===== config.mk =====
export PLATFORM = sky130hd
export DESIGN_NAME = dram_cmd_sequencer
export DESIGN_NICKNAME = d
export VERILOG_FILES = /design/src/rtl/dram_ctrl_pkg.sv /design/src/rtl/dram_open_row_table.sv /design/src/rtl/dram_cmd_sequencer.sv
export SDC_FILE = /design/constraint.sdc
export NUM_CORES = 1
export LEC_CHECK = 0
export CAP_MARGIN = 10
export CELL_PAD_IN_SITES_DETAIL_PLACEMENT = 1
export CELL_PAD_IN_SITES_GLOBAL_PLACEMENT = 1
export CORE_MARGIN = 1
export CORE_UTILIZATION = 51
export CTS_CLUSTER_SIZE = 20
export DETAILED_ROUTE_END_ITERATION = 8
export PLACE_DENSITY = 0.85
export SETUP_SLACK_MARGIN = 0.3
export SLEW_MARGIN = 20
export SYNTH_ARGS = -nofsm -noshare
export SYNTH_HDL_FRONTEND = slang
export SYNTH_SLANG_ARGS = --single-unit

===== constraint.sdc =====
create_clock -name clk -period 9.05 [get_ports clk]
set_clock_uncertainty 0.2 [all_clocks]
set_input_delay 1.81 -clock clk [delete_from_list [all_inputs] [get_ports clk]]
set_output_delay 1.81 -clock clk [all_outputs]
set_load 0.1 [all_outputs]

===== src/rtl/dram_ctrl_pkg.sv =====
// Shared types and default timing for the DRAM command sequencer.
// Holds the FSM state encoding, the default timing and geometry, and the derived widths.
package dram_ctrl_pkg;

    localparam int DEF_NUM_OF_BANKS = 8;
    localparam int DEF_NUM_OF_ROWS  = 128;
    localparam int DEF_NUM_OF_COLS  = 8;
    localparam int DEF_DATA_WIDTH   = 1;

    localparam int DEF_T_RP   = 2;
    localparam int DEF_T_RCD  = 2;
    localparam int DEF_T_CL   = 2;
    localparam int DEF_T_REFI = 256;
    localparam int DEF_T_RFC  = 4;

    // Phase counter width; every timing value must fit in it.
    localparam int CNT_W = 8;

    function automatic int clog2_min1(input int n);
        return (n <= 1) ? 1 : $clog2(n);
    endfunction

    localparam int DEF_BANK_W = clog2_min1(DEF_NUM_OF_BANKS);
    localparam int DEF_ROW_W  = clog2_min1(DEF_NUM_OF_ROWS);
    localparam int DEF_COL_W  = clog2_min1(DEF_NUM_OF_COLS);

    typedef enum logic [2:0] {
        ST_IDLE      = 3'd0,
        ST_PRECHARGE = 3'd1,
        ST_ACTIVATE  = 3'd2,
        ST_WRITE     = 3'd3,
        ST_READ      = 3'd4,
        ST_RESP      = 3'd5,
        ST_REFRESH   = 3'd6
    } state_e;

endpackage


===== src/rtl/dram_open_row_table.sv =====
// Per-bank open-row tracker.
// Classifies a bank/row lookup as hit, conflict or closed.
module dram_open_row_table
    import dram_ctrl_pkg::*;
#(
    parameter int NUM_OF_BANKS = DEF_NUM_OF_BANKS,
    parameter int BANK_W       = DEF_BANK_W,
    parameter int ROW_W        = DEF_ROW_W
) (
    input  logic              clk,
    input  logic              rst_b,
    input  logic [BANK_W-1:0] lookup_bank,
    input  logic [ROW_W-1:0]  lookup_row,
    output logic              hit,
    output logic              conflict,
    output logic              closed,
    input  logic              set_en,
    input  logic [BANK_W-1:0] set_bank,
    input  logic [ROW_W-1:0]  set_row,
    input  logic              clr_en,
    input  logic [BANK_W-1:0] clr_bank,
    input  logic              clr_all
);

    logic [NUM_OF_BANKS-1:0] valid_q, valid_d;
    logic [ROW_W-1:0]        row_q [NUM_OF_BANKS];
    logic [ROW_W-1:0]        row_d [NUM_OF_BANKS];

    always_comb begin
        valid_d = valid_q;
        row_d   = row_q;
        // A refresh closes everything and overrides any single-bank update.
        if (clr_all) begin
            valid_d = '0;
        end else begin
            if (clr_en) valid_d[clr_bank] = 1'b0;
            if (set_en) begin
                valid_d[set_bank] = 1'b1;
                row_d[set_bank]   = set_row;
            end
        end
    end

    always_ff @(posedge clk or negedge rst_b) begin
        if (!rst_b) begin
            valid_q <= '0;
            for (int i = 0; i < NUM_OF_BANKS; i++) row_q[i] <= '0;
        end else begin
            valid_q <= valid_d;
            row_q   <= row_d;
        end
    end

    always_comb begin
        closed   = !valid_q[lookup_bank];
        hit      = valid_q[lookup_bank] && (row_q[lookup_bank] == lookup_row);
        conflict = valid_q[lookup_bank] && (row_q[lookup_bank] != lookup_row);
    end

endmodule


===== src/rtl/dram_cmd_sequencer.sv =====
// Single-requester DRAM command sequencer: open-row tracking, tRP/tRCD/tCL timing,
// periodic refresh, one response per accepted request.
module dram_cmd_sequencer
    import dram_ctrl_pkg::*;
#(
    parameter int NUM_OF_BANKS = DEF_NUM_OF_BANKS,
    parameter int NUM_OF_ROWS  = DEF_NUM_OF_ROWS,
    parameter int NUM_OF_COLS  = DEF_NUM_OF_COLS,
    parameter int DATA_WIDTH   = DEF_DATA_WIDTH,
    parameter int T_RP         = DEF_T_RP,
    parameter int T_RCD        = DEF_T_RCD,
    parameter int T_CL         = DEF_T_CL,
    parameter int T_REFI       = DEF_T_REFI,
    parameter int T_RFC        = DEF_T_RFC,
    localparam int BANK_W      = clog2_min1(NUM_OF_BANKS),
    localparam int ROW_W       = clog2_min1(NUM_OF_ROWS),
    localparam int COL_W       = clog2_min1(NUM_OF_COLS)
) (
    input  logic                  clk,
    input  logic                  rst_b,
    input  logic                  req_valid,
    output logic                  req_ready,
    input  logic                  req_write,
    input  logic [BANK_W-1:0]     req_bank,
    input  logic [ROW_W-1:0]      req_row,
    input  logic [COL_W-1:0]      req_col,
    input  logic [DATA_WIDTH-1:0] req_wdata,
    output logic                  resp_valid,
    output logic [DATA_WIDTH-1:0] resp_rdata,
    output logic                  dram_bank_rw,
    output logic                  dram_buffer_rw,
    output logic [BANK_W-1:0]     dram_bank_id,
    output logic [ROW_W-1:0]      dram_rowid,
    output logic [COL_W-1:0]      dram_colid,
    output logic [DATA_WIDTH-1:0] dram_wdata,
    output logic                  dram_wdata_oe,
    input  logic [DATA_WIDTH-1:0] dram_rdata,
    output logic                  refresh_busy,
    output logic [2:0]            dbg_state
);

    localparam int REF_W = clog2_min1(T_REFI);
    localparam logic [REF_W-1:0] REFI_LAST = REF_W'(T_REFI - 1);

    // Handshake: a request transfers on a rising edge where req_valid && req_ready;
    // req_valid may be held across cycles, and the fields are sampled only on that edge.

    state_e                state_q, state_d;
    logic [CNT_W-1:0]      cnt_q, cnt_d;
    logic [REF_W-1:0]      ref_cnt_q, ref_cnt_d;
    logic                  pending_q, pending_d;
    logic                  lat_write_q, lat_write_d;
    logic [BANK_W-1:0]     lat_bank_q, lat_bank_d;
    logic [ROW_W-1:0]      lat_row_q, lat_row_d;
    logic [COL_W-1:0]      lat_col_q, lat_col_d;
    logic [DATA_WIDTH-1:0] lat_wdata_q, lat_wdata_d;
    logic                  resp_valid_q, resp_valid_d;
    logic [DATA_WIDTH-1:0] resp_rdata_q, resp_rdata_d;
    logic                  bank_rw_q, bank_rw_d;
    logic                  buffer_rw_q, buffer_rw_d;
    logic                  refresh_busy_q, refresh_busy_d;

    logic tbl_hit, tbl_conflict, tbl_closed;
    logic tbl_set, tbl_clr, tbl_clr_all;

    dram_open_row_table #(
        .NUM_OF_BANKS(NUM_OF_BANKS),
        .BANK_W      (BANK_W),
        .ROW_W       (ROW_W)
    ) u_open_rows (
        .clk        (clk),
        .rst_b      (rst_b),
        .lookup_bank(req_bank),
        .lookup_row (req_row),
        .hit        (tbl_hit),
        .conflict   (tbl_conflict),
        .closed     (tbl_closed),
        .set_en     (tbl_set),
        .set_bank   (lat_bank_q),
        .set_row    (lat_row_q),
        .clr_en     (tbl_clr),
        .clr_bank   (lat_bank_q),
        .clr_all    (tbl_clr_all)
    );

    assign req_ready = (state_q == ST_IDLE) && !pending_q;

    always_comb begin
        state_d      = state_q;
        cnt_d        = cnt_q;
        pending_d    = pending_q;
        lat_write_d  = lat_write_q;
        lat_bank_d   = lat_bank_q;
        lat_row_d    = lat_row_q;
        lat_col_d    = lat_col_q;
        lat_wdata_d  = lat_wdata_q;
        resp_rdata_d = '0;
        tbl_set      = 1'b0;
        tbl_clr      = 1'b0;
        tbl_clr_all  = 1'b0;
        ref_cnt_d    = (ref_cnt_q == REFI_LAST) ? '0 : ref_cnt_q + 1'b1;

        case (state_q)
            ST_IDLE: begin
                if (pending_q) begin
                    state_d     = ST_REFRESH;
                    cnt_d       = CNT_W'(T_RFC - 1);
                    pending_d   = 1'b0;
                    tbl_clr_all = 1'b1;
                end else if (req_valid) begin
                    lat_write_d = req_write;
                    lat_bank_d  = req_bank;
                    lat_row_d   = req_row;
                    lat_col_d   = req_col;
                    lat_wdata_d = req_wdata;
                    if (tbl_hit) begin
                        state_d = req_write ? ST_WRITE : ST_READ;
                        cnt_d   = CNT_W'(T_CL - 1);
                    end else if (tbl_closed) begin
                        state_d = ST_ACTIVATE;
                        cnt_d   = CNT_W'(T_RCD - 1);
                    end else if (tbl_conflict) begin
                        state_d = ST_PRECHARGE;
                        cnt_d   = CNT_W'(T_RP - 1);
                    end
                end
            end
            ST_PRECHARGE: begin
                if (cnt_q == '0) begin
                    tbl_clr = 1'b1;
                    state_d = ST_ACTIVATE;
                    cnt_d   = CNT_W'(T_RCD - 1);
                end else begin
                    cnt_d = cnt_q - 1'b1;
                end
            end
            ST_ACTIVATE: begin
                if (cnt_q == '0) begin
                    tbl_set = 1'b1;
                    state_d = lat_write_q ? ST_WRITE : ST_READ;
                    cnt_d   = CNT_W'(T_CL - 1);
                end else begin
                    cnt_d = cnt_q - 1'b1;
                end
            end
            ST_WRITE: state_d = ST_RESP;
            ST_READ: begin
                // Array data is captured on the edge that ends the last strobe cycle.
                if (cnt_q == '0) begin
                    state_d      = ST_RESP;
                    resp_rdata_d = dram_rdata;
                end else begin
                    cnt_d = cnt_q - 1'b1;
                end
            end
            ST_RESP: state_d = ST_IDLE;
            ST_REFRESH: begin
                if (cnt_q == '0) state_d = ST_IDLE;
                else             cnt_d   = cnt_q - 1'b1;
            end
            default: state_d = ST_IDLE;
        endcase

        // A wrap landing on the refresh-entry edge must not be lost.
        if (ref_cnt_q == REFI_LAST) pending_d = 1'b1;

        bank_rw_d      = (state_d == ST_WRITE);
        buffer_rw_d    = (state_d == ST_READ);
        resp_valid_d   = (state_d == ST_RESP);
        refresh_busy_d = (state_d == ST_REFRESH);
    end

    always_ff @(posedge clk or negedge rst_b) begin
        if (!rst_b) begin
            state_q        <= ST_IDLE;
            cnt_q          <= '0;
            ref_cnt_q      <= '0;
            pending_q      <= 1'b0;
            lat_write_q    <= 1'b0;
            lat_bank_q     <= '0;
            lat_row_q      <= '0;
            lat_col_q      <= '0;
            lat_wdata_q    <= '0;
            resp_valid_q   <= 1'b0;
            resp_rdata_q   <= '0;
            bank_rw_q      <= 1'b0;
            buffer_rw_q    <= 1'b0;
            refresh_busy_q <= 1'b0;
        end else begin
            state_q        <= state_d;
            cnt_q          <= cnt_d;
            ref_cnt_q      <= ref_cnt_d;
            pending_q      <= pending_d;
            lat_write_q    <= lat_write_d;
            lat_bank_q     <= lat_bank_d;
            lat_row_q      <= lat_row_d;
            lat_col_q      <= lat_col_d;
            lat_wdata_q    <= lat_wdata_d;
            resp_valid_q   <= resp_valid_d;
            resp_rdata_q   <= resp_rdata_d;
            bank_rw_q      <= bank_rw_d;
            buffer_rw_q    <= buffer_rw_d;
            refresh_busy_q <= refresh_busy_d;
        end
    end

    assign resp_valid     = resp_valid_q;
    assign resp_rdata     = resp_rdata_q;
    assign dram_bank_rw   = bank_rw_q;
    assign dram_wdata_oe  = bank_rw_q;
    assign dram_buffer_rw = buffer_rw_q;
    assign dram_bank_id   = lat_bank_q;
    assign dram_rowid     = lat_row_q;
    assign dram_colid     = lat_col_q;
    assign dram_wdata     = lat_wdata_q;
    assign refresh_busy   = refresh_busy_q;
    assign dbg_state      = state_q;

endmodule


### Word level (Yosys, flattened, before mapping)

Index checks and enable logic that the tools add are counted.

| operators by class | value |
|---|---|
| $add $sub $neg | 2 |
| magnitude comparators | 6 |
| equal/unequal tests | 15 |
| muxes and demuxes | 44 |
| bitwise gates (word level) | 7 |
| reductions and logical operators | 15 |

Operators with widths:

| operator | count |
|---|---|
| two-way mux 8 bit | 12 |
| bitwise mux 56 bit | 1 |
| two-way mux 3 bit | 11 |
| case mux 8 bit (3 select lines) | 1 |
| binary-select mux 7 bit (select 3 bit) | 1 |
| demux 7 bit (select 3 bit) | 1 |
| two-way mux 7 bit | 3 |
| case mux 3 bit (6 select lines) | 1 |
| equality test 3 bit (second input constant) | 5 |
| two-way mux 1 bit | 11 |
| equality test 3 x 2 -> 1 bit (second input constant) | 3 |
| adder 8 x 1 -> 8 bit (second input constant) | 1 |
| bitwise AND 8 bit | 1 |
| equality test 8 bit (second input constant) | 1 |
| greater-or-equal comparator 4 bit (second input constant) | 2 |
| zero test 8 bit | 1 |
| < comparator 3 x 4 -> 1 bit (second input constant) | 2 |
| NOT 3 -> 4 bit | 2 |
| NOT 8 bit | 1 |
| OR 8 bit | 1 |
| subtractor 8 x 1 -> 8 bit (second input constant) | 1 |
| equality test 7 bit | 1 |
| != test 7 bit | 1 |
| logical AND 1 bit | 5 |
| 17 further kinds | 19 |

| storage, ports and cells | value |
|---|---|
| bits in registers | 104 |
| output and inout port bits | 24 |
| word-level logic and storage cells | 112 |

### Logic depth before layout (Yosys ltp)

| logic depth | value |
|---|---|
| word-level depth | 13 |
| mapped depth | 9 |

### By module

Synthesis repeated with hierarchy kept, for this count alone.

| unflattened totals | value |
|---|---|
| cell total of the unflattened synthesis | 392 |
| area total of the unflattened synthesis | 5113.7 sq um |

Modules (own cells, without submodules):

| module | times used | cells an instance | area an instance (sq um) | sequential area each (sq um) |
|---|---|---|---|---|
| dram_open_row_table | 1 | 216 | 3098.0 | 1601.5 |
| dram_cmd_sequencer | 1 | 176 | 2015.7 | 1001.0 |

### Worst setup path before layout

OpenSTA, ideal clock, no wires.

| timing | value |
|---|---|
| path type | register -> output |
| from | reg state_q[1] (netlist: dbg_state[1]) |
| to | out req_ready |
| data arrival time | 4.054 ns |
| required time | 7.040 ns |
| path slack | 2.986 ns |
| stages on the path, launching flop included | 3 |
| buffers on the path | 1 |
| path through | dfrtp_1 clkbuf_1 nor4_1 |

| between the ends | value |
|---|---|
| word-level cells in the longest chain between the ends | 2 |

RTL lines:

| element | RTL line | source |
|---|---|---|
| from (decl) | dram_cmd_sequencer.sv:48 | `state_e state_q, state_d;` |
| from (signal assigned) | dram_cmd_sequencer.sv:190 | `state_q <= state_d;` |
| zero test 3 bit | dram_cmd_sequencer.sv:86 | `assign req_ready = (state_q == ST_IDLE) && !pending_q;` |
| logical AND 1 bit | dram_cmd_sequencer.sv:86 |  |
| to (decl) | dram_cmd_sequencer.sv:22 | `output logic req_ready,` |

Every way passes these cells.

### Worst setup path in the final report

| timing | value |
|---|---|
| from | in req_bank[2] |
| to | reg refresh_busy_q (netlist: refresh_busy) |

| between the ends | value |
|---|---|
| word-level cells in the longest chain between the ends | 13 |
| elaborated cells on any way between the ends | 17 |

RTL lines:

| element | RTL line | source |
|---|---|---|
| from (decl) | dram_cmd_sequencer.sv:24 | `input logic [BANK_W-1:0] req_bank,` |
| NOT 3 -> 4 bit (implied by the code) | dram_open_row_table.sv:56, dram_open_row_table.sv:57 |  |
| binary-select mux 7 bit (select 3 bit) | dram_open_row_table.sv:56, dram_open_row_table.sv:57 |  |
| two-way mux 7 bit (implied by the code) (2 in a row) | dram_open_row_table.sv:56, dram_open_row_table.sv:57 |  |
| != test 7 bit | dram_open_row_table.sv:57 | `conflict = valid_q[lookup_bank] && (row_q[lookup_bank] != lookup_row);` |
| logical AND 1 bit | dram_open_row_table.sv:57 |  |
| two-way mux 3 bit | dram_cmd_sequencer.sv:122 | `end else if (tbl_conflict) begin` |
| two-way mux 3 bit | dram_cmd_sequencer.sv:119 | `end else if (tbl_closed) begin` |
| two-way mux 3 bit * | dram_cmd_sequencer.sv:116 | `if (tbl_hit) begin` |
| two-way mux 3 bit * | dram_cmd_sequencer.sv:110 | `end else if (req_valid) begin` |
| two-way mux 3 bit * | dram_cmd_sequencer.sv:105 | `if (pending_q) begin` |
| case mux 3 bit (6 select lines) * | dram_cmd_sequencer.sv:103 | `case (state_q)` |
| equality test 3 bit * | dram_cmd_sequencer.sv:170 | `refresh_busy_d = (state_d == ST_REFRESH);` |
| net refresh_busy_d | dram_cmd_sequencer.sv:61 | `logic refresh_busy_q, refresh_busy_d;` |
| to (signal assigned) | dram_cmd_sequencer.sv:203 | `refresh_busy_q <= refresh_busy_d;` |
| to (decl) | dram_cmd_sequencer.sv:61 |  |

Mark *: on every way through the listed nets, which the timed path passes. The rest lies on a longest branch. The select of a mux whose other input is x is not followed.
A chain may end at the register's enable or synchronous reset.

==> metrics.yaml <==
synth:
  synth_top_cell_area_share_pct: 52.6
  async_flop_share_pct: 100
  synth_fp_nets: 404
  ys_warn_count: 0
  yosysTopAreaCell: "dfrtp_1"
  synthTopCellsByArea: "dfrtp_1 53%, mux2_2 17%, mux4_2 5.9%"
  ys_seq_area_share_pct: 52.6
  ys_dominant_reg_cell: "dfrtp_1"
  ys_ff_latch: 104
  ys_types: 55
  synth_edf_count: 0
  syn_area_per_cell_um2: 12.9
  synthCells: 383
  syn_area_mm2: 0.00494
global_route:
  antenna_found_initial: 0
  grt_pass1_vias: 3733
  grt_overflow: 0
  grt_usage_pct: 26.6
  grt_pass1_wl_um: 19900
  grt_max_degree: 60
layout:
  drive_above_1_share_pct: 27.9
  n_antenna_cell: 0
  final_nets: 443
  fin_cells: 556
  area_growth_pct: 15.1
drt:
  drc: 0
  postRouteAntennaNets: 0
  dr.pass1.iters: 4
  wirelength_um: 11800
  routedWlPerCell_um: 21.1
  vias: 3268
  drt-initial-drc-count: 85
  vias_per_cell: 5.88
power_and_ir_drop:
  p_total_uw: 1650
  p_leak_uw: 0.00256
  power.density_mw_per_mm2: 290
  worst_ir_drop_vdd_mv: 0.170
critical_path:
  crit_required_ns: 9.15
  critical_path_class: "input port to flip-flop"
  start_kind: "input port"
  r2r_slack_ns: 5.56
  crit_path_end_kind: "flip-flop"
  critPathMaxFanout: 15
  arrival_ns: 4.97
  reg2regPathDepth: 7
timing:
  setup_violations: 0
  hold_viol_final: 0
  maxSlewHeadroom_pct: 34.8
  setup_tns_ns: 0
  finalCritPeriodShare_pct: 53.9
  drv_slew: 0
  fin_ws_ns: 4.17
  tightest_slew_ns: 0.975
  fmax_mhz: 205
  grt_setup_unrepaired: "false"
  min_period_ns: 4.88
job:
  maxCapViolations: 0
cts:
  cts_resized: 0
  cts_setup_buffers: 0
  cts_root_buffer: "clkbuf_8"
  cts_sinks: 104
  cts_buffer_depth: 2
  h-tree-depth: 3
  cts_made_buffers: 9
  path_clk_slew_ns: 0.10
  postCtsHoldBufs: 0
  cts_tree: "done"
  insertion_delay_ns: 0.38
place:
  dp_hpwl_um: 8220
  io_buffers: 42
  gp_congestion: 0.803
  post-place-ws_ns: 3.35
  placedCellCount: 540
worst_hold_path:
  min_path_type: "flip-flop to flip-flop"
  holdPathStages: 1
die:
  dieArea_mm2: 0.0101
  die_y_um: 100
  start_util_pct: 53.0
  rows: 35
  core-area_mm2: 0.00933
  die_width_um: 100
  pin_count: 43
run_status:
  status: "completed"
[worst paths after layout]
| kind | to | start |
|---|---|---|
| min | ref_cnt_q[0] | ref_cnt_q[0] |
| max in group asynchronous | resp_rdata | rst_b |
| max reg2reg | u_open_rows.row_q[50] | cnt_q[0] |
| min in group asynchronous | dram_colid[0] | rst_b |
| min reg2reg | ref_cnt_q[0] | ref_cnt_q[0] |
| max | refresh_busy | req_bank[2] |
[worst max-delay path, stage by stage]
cell and delay, ns:
clkdlybuf4s50_1 0.99, mux4_2 0.41, mux2i_1 0.29, xnor2_1 0.11, a2111oi_0 0.82, a31oi_1 0.30, nor3b_1 0.24
[per-layer routing]
layer	track usage (%)	part of all wire, %	up-vias	wire length, um
met5	0	0	-	0
met4	9.14	2.0	0	233
met3	5.34	2.5	20	289
met2	46.5	52	46	6150
met1	33.1	43	1727	5080
li1	-	-	1475	-
[flip-flops by register name, indices dropped and copies added (netlist names)]
register	flops
u_open_rows.row_q	56
cnt_q	8
ref_cnt_q	8
u_open_rows.valid_q	8
dram_rowid	7
dbg_state	3
dram_bank_id	3
dram_colid	3
dram_bank_rw	1
dram_buffer_rw	1
dram_wdata	1
lat_write_q	1
pending_q	1
refresh_busy	1
resp_rdata	1
resp_valid	1
[cell usage after synthesis (3+ instances only)]
master	n
dfrtp_1	104
mux2_2	73
nand2_1	27
nor2_1	26
mux2i_1	13
mux4_2	13
xnor2_1	10
xor2_1	9
clkbuf_1	8
nand3_1	8
nor3_1	6
inv_1	5
nor2b_1	5
nor4_1	5
a31o_2	4
a31oi_1	3
buf_2	3
nand2b_1	3
nor2_4	3
o211ai_1	3
o21ai_0	3
o31ai_1	3
[metrics by stage]
stage                     util (%)  hold slack [ns]  instance area [um^2]
final                         61.0            0.288                  5690
after global routing          61.0            0.312                  5690
after CTS                     61.0            0.292                  5690
after detailed placement      58.5            0.277                  5460
after global placement        58.5            0.250                  5460
after floorplan                  -            0.233                  4940
[report_power, final]
part,internal (uW),leakage (uW),total (uW),switching [uW]
sequential,554,0.00138,677,123
combinational,202,0.00107,640,438
clock,167,0.000115,335,167
[placed cells by master, fill, tap and decap left out, types with 4 or more instances in the layout]
cell             synthesis  final
dfrtp_1                104    104
mux2_2                  73     73
clkdlybuf4s50_1          0     40
nand2_1                 27     27
nor2_1                  26     26
mux4_2                  13     13
mux2i_1                 13     13
xnor2_1                 10     10
clkbuf_8                 0     10
xor2_1                   9      9
nand3_1                  8      8
nor3_1                   6      6
inv_1                    5      5
nor2b_1                  5      5
nor4_1                   5      5
a31o_2                   4      4
[cells by family after synthesis]
kind of cell    Yosys count  share of synthesized area, %
xor+xnor                 19                          3.37
buf+inv                  21                          1.97
compound gates           36                          5.49
simple gates            102                          10.9
mux                      99                          25.2
flops                   104                          52.6
fa+ha+maj                 2                         0.506
[cell type report]
| type | instances | area [um^2] |
|---|---|---|
| Tap cell | 129 | 161 |
| Clock buffer | 10 | 138 |
| Clock inverter | 6 | 96.3 |
| Multi-Input combinational cell | 258 | 2240 |
| Sequential cell | 104 | 2600 |
| Timing Repair Buffer | 44 | 428 |
| Fill cell | 922 | 3640 |
| Inverter | 5 | 18.8 |
Note: power is estimated with default switching activity, not from simulation.
